<file path="config.mk">
export PLATFORM = sky130hd
export DESIGN_NAME = button_conditioner
export DESIGN_NICKNAME = d
export VERILOG_FILES = /design/src/rtl/button_conditioner.sv
export SDC_FILE = /design/constraint.sdc
export NUM_CORES = 1
export LEC_CHECK = 0
export ABC_AREA = 1
export CAP_MARGIN = 20
export CORE_MARGIN = 2
export CORE_UTILIZATION = 60
export CTS_BUF_LIST = sky130_fd_sc_hd__clkbuf_8 sky130_fd_sc_hd__clkbuf_16
export DETAILED_ROUTE_END_ITERATION = 10
export GPL_TIMING_DRIVEN = 0
export PLACE_DENSITY_LB_ADDON = 0.1
export SLEW_MARGIN = 15
export SYNTH_ARGS = -nofsm -noshare
export SYNTH_HDL_FRONTEND = slang
export SYNTH_SLANG_ARGS = --single-unit
</file>
<file path="constraint.sdc">
create_clock -name clk -period 2.7 [get_ports clk]
set_clock_uncertainty 0.1 [all_clocks]
set_input_delay 0.81 -clock clk [delete_from_list [all_inputs] [get_ports clk]]
set_output_delay 0.81 -clock clk [all_outputs]
set_load 0.02 [all_outputs]
</file>
<file path="src/rtl/button_conditioner.sv">
// Debounces a "set" and a "clear" push-button and, on each qualified set press,
// captures the slide-switch byte into one of eight slots.
//
// state   | meaning
// --------+-----------------------------------------------------------
// IDLE    | button released and stable; waiting for a high sample
// ARM     | button seen high; counting consecutive high samples
// PRESSED | debounced press accepted; waiting for a low sample
// RELEASE | button seen low; counting consecutive low samples
module button_conditioner #(
    parameter int unsigned DB_CYCLES = 250000
) (
    input  logic       clk,
    input  logic       rst_n,
    input  logic       btn_set_raw,
    input  logic       btn_clr_raw,
    input  logic [7:0] sw_in,
    output logic       byte_strobe,
    output logic [7:0] byte_out,
    output logic [2:0] byte_idx,
    output logic       full,
    output logic       set_held
);

    typedef enum logic [1:0] {
        IDLE    = 2'd0,
        ARM     = 2'd1,
        PRESSED = 2'd2,
        RELEASE = 2'd3
    } db_state_t;

    localparam logic [19:0] DB_LAST = 20'(DB_CYCLES - 1);

    logic [1:0] set_sync;
    logic [1:0] clr_sync;
    logic [7:0] sw_sync1;
    logic [7:0] sw_sync2;
    logic       set_s;
    logic       clr_s;

    db_state_t   set_state, set_state_nxt;
    db_state_t   clr_state, clr_state_nxt;
    logic [19:0] set_cnt, set_cnt_nxt;
    logic [19:0] clr_cnt, clr_cnt_nxt;
    logic        set_press;
    logic        clr_press;

    logic [3:0]  fill_cnt;

    always_ff @(posedge clk or negedge rst_n) begin
        if (!rst_n) begin
            set_sync <= 2'b00;
            clr_sync <= 2'b00;
            sw_sync1 <= 8'h00;
            sw_sync2 <= 8'h00;
        end else begin
            set_sync <= {set_sync[0], btn_set_raw};
            clr_sync <= {clr_sync[0], btn_clr_raw};
            sw_sync1 <= sw_in;
            sw_sync2 <= sw_sync1;
        end
    end

    assign set_s = set_sync[1];
    assign clr_s = clr_sync[1];

    always_ff @(posedge clk or negedge rst_n) begin
        if (!rst_n) begin
            set_state <= IDLE;
            clr_state <= IDLE;
            set_cnt   <= 20'd0;
            clr_cnt   <= 20'd0;
        end else begin
            set_state <= set_state_nxt;
            clr_state <= clr_state_nxt;
            set_cnt   <= set_cnt_nxt;
            clr_cnt   <= clr_cnt_nxt;
        end
    end

    always_comb begin
        set_state_nxt = set_state;
        set_cnt_nxt   = set_cnt;
        set_press     = 1'b0;
        case (set_state)
            IDLE: begin
                if (set_s) begin
                    set_state_nxt = ARM;
                    set_cnt_nxt   = 20'd0;
                end
            end
            ARM: begin
                if (!set_s) begin
                    set_state_nxt = IDLE;
                end else if (set_cnt == DB_LAST) begin
                    set_state_nxt = PRESSED;
                    set_press     = 1'b1;
                end else begin
                    set_cnt_nxt = set_cnt + 20'd1;
                end
            end
            PRESSED: begin
                if (!set_s) begin
                    set_state_nxt = RELEASE;
                    set_cnt_nxt   = 20'd0;
                end
            end
            RELEASE: begin
                // A bounce back high returns to PRESSED without a new press event
                if (set_s) begin
                    set_state_nxt = PRESSED;
                end else if (set_cnt == DB_LAST) begin
                    set_state_nxt = IDLE;
                end else begin
                    set_cnt_nxt = set_cnt + 20'd1;
                end
            end
            default: set_state_nxt = IDLE;
        endcase
    end

    always_comb begin
        clr_state_nxt = clr_state;
        clr_cnt_nxt   = clr_cnt;
        clr_press     = 1'b0;
        case (clr_state)
            IDLE: begin
                if (clr_s) begin
                    clr_state_nxt = ARM;
                    clr_cnt_nxt   = 20'd0;
                end
            end
            ARM: begin
                if (!clr_s) begin
                    clr_state_nxt = IDLE;
                end else if (clr_cnt == DB_LAST) begin
                    clr_state_nxt = PRESSED;
                    clr_press     = 1'b1;
                end else begin
                    clr_cnt_nxt = clr_cnt + 20'd1;
                end
            end
            PRESSED: begin
                if (!clr_s) begin
                    clr_state_nxt = RELEASE;
                    clr_cnt_nxt   = 20'd0;
                end
            end
            RELEASE: begin
                if (clr_s) begin
                    clr_state_nxt = PRESSED;
                end else if (clr_cnt == DB_LAST) begin
                    clr_state_nxt = IDLE;
                end else begin
                    clr_cnt_nxt = clr_cnt + 20'd1;
                end
            end
            default: clr_state_nxt = IDLE;
        endcase
    end

    // Clear has priority over a simultaneous set press
    always_ff @(posedge clk or negedge rst_n) begin
        if (!rst_n) begin
            byte_strobe <= 1'b0;
            byte_out    <= 8'h00;
            byte_idx    <= 3'd0;
            fill_cnt    <= 4'd0;
        end else begin
            byte_strobe <= 1'b0;
            if (clr_press) begin
                fill_cnt <= 4'd0;
            end else if (set_press && !full) begin
                byte_strobe <= 1'b1;
                byte_out    <= sw_sync2;
                byte_idx    <= fill_cnt[2:0];
                fill_cnt    <= fill_cnt + 4'd1;
            end
        end
    end

    assign full     = (fill_cnt == 4'd8);
    assign set_held = (set_state == PRESSED) || (set_state == RELEASE);

endmodule

</file>
==> results.md <==
* Shortest period the worst path allows at 2490 ps
* Number of flops mapped to enable cells by yosys at 0
* Per-cell routed wire length at 13.6 um
* DRC viols at 0
* Die Width at 87.1 um
* Routed wire length at 9030 um
* DRT antenna net count at 0
* Core Region at 6720 sq um
* Root Driver: clkbuf_8
* Most common cell in the netlist: nand2_1
* Total Neg Setup Slack at 0 ps
* Vias post-DR at 3599
* Worst skew pair latency at 350 ps
* Status: complete, no violations
* Clock slew at reported path FFs at 80 ps
* Fmax at 401 MHz
* Die area at 7580 sq um
* Total Nets Final at 593
* CTS Buf Count at 9
* Start point of the critical path: fill_cnt[1]
* Kind of critical path: flop to output pin
* RSZ-0062 raised after global routing: false
* I/O pin count at 26
* Final-report hold violation count at 0
* Seq/Total Area, Yosys at 48.3%
* Die Span Y at 87.1 um
* Syn nets at 556
* Synth unique cells at 29
* Initial antenna violation count at 0
* Reg2Reg Launch Point: clr_cnt[0]
* Initial core utilization at 61.6%
* Top post-synthesis cells by area: dfrtp_1, nand2_1, nand3_1
* Synth top cells by count: nand2_1, dfrtp_1, nor2_1
* Final Setup Violations at 0
* Post-synth ARST share at 100%
* Synth area leader: dfrtp_1
* HP Class: flop to flop
* Final worst path period share at 92.3%
* Crit path capture type: output pin
* Critical hold path startpoint: sw_sync1[4]
* Layout cells sized above 1 at 9.45%
* Syn_area_per_cell at 7.67 sq um
* P_leak at 2.05 nW
* Finished Cell Area at 4730 sq um
* Htree depth at 3
* PortBufs at 25
* Post-Syn Instances at 540
* Total Power at 2.32 mW
* Worst-margin pin slew at 526 ps
* Clock buffer depth at 2
* Area growth syn-to-layout at 14.2%
* Via density at 5.44
* Yosys reg bits at 80
* GRT Overall Usage at 26.1%
* # fillers at 537
* Critical Path Fanout Max at 4
* PD cells at 490 nW/um^2
* Ant diodes at 0
* Slew margin rel. at 65.0%
* Routability congestion estimate from global placement at 0.942
* Post-Syn Area at 4140 sq um
* Fin. max-slew vios at 0
* CTS tree: yes
* GRT Residual Overflow at 0
* CTS Hold Bufs at 0
* Util after Layout at 70.4%
* Ys flop type: dfrtp_1
* First-pass GRT wire length at 15500 um
* # rows at 30
* Worst vdd ir at 0.000434 V
* Crit path launch type: flop
* Arrival @ worst endpoint at 1580 ps
* CTS Sinks at 80
* Largest net degree at the start of global routing at 47
* Multi-input gate area at 1890 sq um
* Setup bufs post-CTS at 0
* Crit path required time at 1790 ps
* Vias in the first global route at 3228
* Max-cap violations at 0
* Final HPWL DP at 6500 um
* Top cell type's share of synthesized area at 48.3%
* DP Area at 4520 sq um
* Sequential cell area at 2000 sq um
* DRT iter0 DRCs at 310
* DR pass1 iterations at 5
* Syn. warnings at 0
final timing paths:
kind                               end  slack [ps]  depth (start not counted)
min                        sw_sync2[4]         250                          0
min reg2reg                sw_sync2[4]         250                          0
max in group asynchronous  byte_out[5]        1620                          2
max reg2reg                byte_out[5]         640                         10
min in group asynchronous  clr_cnt[19]         300                          1
max                               full         210                          5
routing by layer:
| metal | global-route usage, % | wire, um |
|---|---|---|
| met3 | 3.41 | 427 |
| met4 | 8.66 | 121 |
| met1 | 39.4 | 4450 |
| met5 | 0 | 0 |
| met2 | 39.0 | 4020 |
sequential cells by signal, indices dropped and copies added (netlist names), named ones only:
name	flops
clr_sync	2
set_state	1
byte_idx	3
fill_cnt	4
sw_sync2	8
byte_out	8
clr_cnt	20
sw_sync1	8
clr_state	1
byte_strobe	1
set_cnt	20
set_sync	2
power by group:
| part | internal (mW) | switching [mW] |
|---|---|---|
| clock | 0.514 | 0.441 |
| combinational | 0.0411 | 0.0772 |
| sequential | 1.22 | 0.0184 |
| total | 1.78 | 0.536 |
timing repair:
item | CTS | global route
endpoints found under the setup margin | 1 | 0
resized for setup | 1 | 0
endpoints found under the hold margin | 0 | 0
layout by cell type (no fill, tap or decap), types with 2 or more instances in the layout:
| cell type | instances |
|---|---|
| xor2_1 | 12 |
| nor2_4 | 5 |
| bufinv_16 | 2 |
| o21ai_2 | 2 |
| buf_2 | 3 |
| o21ai_1 | 10 |
| nand2_2 | 4 |
| nor3_1 | 3 |
| clkdlybuf4s50_1 | 23 |
| nand2_1 | 173 |
| inv_2 | 4 |
| inv_1 | 41 |
| nor2_1 | 72 |
| buf_6 | 3 |
| dfrtp_1 | 80 |
| ha_1 | 4 |
| nand4_1 | 12 |
| xnor2_1 | 2 |
| o21ai_0 | 32 |
| clkbuf_8 | 9 |
| buf_4 | 3 |
| clkbuf_1 | 3 |
| nand3_1 | 57 |
| nor2_2 | 2 |
| or2_2 | 9 |
cell type report:
class	count	share of cell area [%]
Buffer	12	1.69
Inverter	44	3.55
Timing Repair Buffer	26	5.80
Clock inverter	7	1.88
Clock buffer	9	2.62
Multi-Input combinational cell	404	40.0
Sequential cell	80	42.3
Tap cell	80	2.12
cells by family (layout without fill, tap and decap cells):
group                    Yosys count  count (layout)  share of synthesized area (%)
buffers and inverters             56              98                           5.98
AND/OR/NAND/NOR                  340             340                           35.6
AO/OA/AOI/OAI                     46              46                           5.89
flip-flops                        80              80                           48.3
adder cells (fa/ha/maj)            4               4                           1.21
XOR/XNOR                          14              14                           2.96
worst max-delay path, cell delays in order, from the launching register on:
cell and delay (ps):
dfrtp_1 420, inv_1 120, ha_1 150, nand3_1 130, inv_1 80, dlygate4sd2_1 330
metrics by stage:
stage,hold slack (ps),setup WS [ps],cells
finish,255,208,662
global route,261,131,662
CTS,258,186,662
detailed placement,240,334,646
global placement,232,-2020,645
floorplan,231,925,540
(Power assumes the default switching activity.)
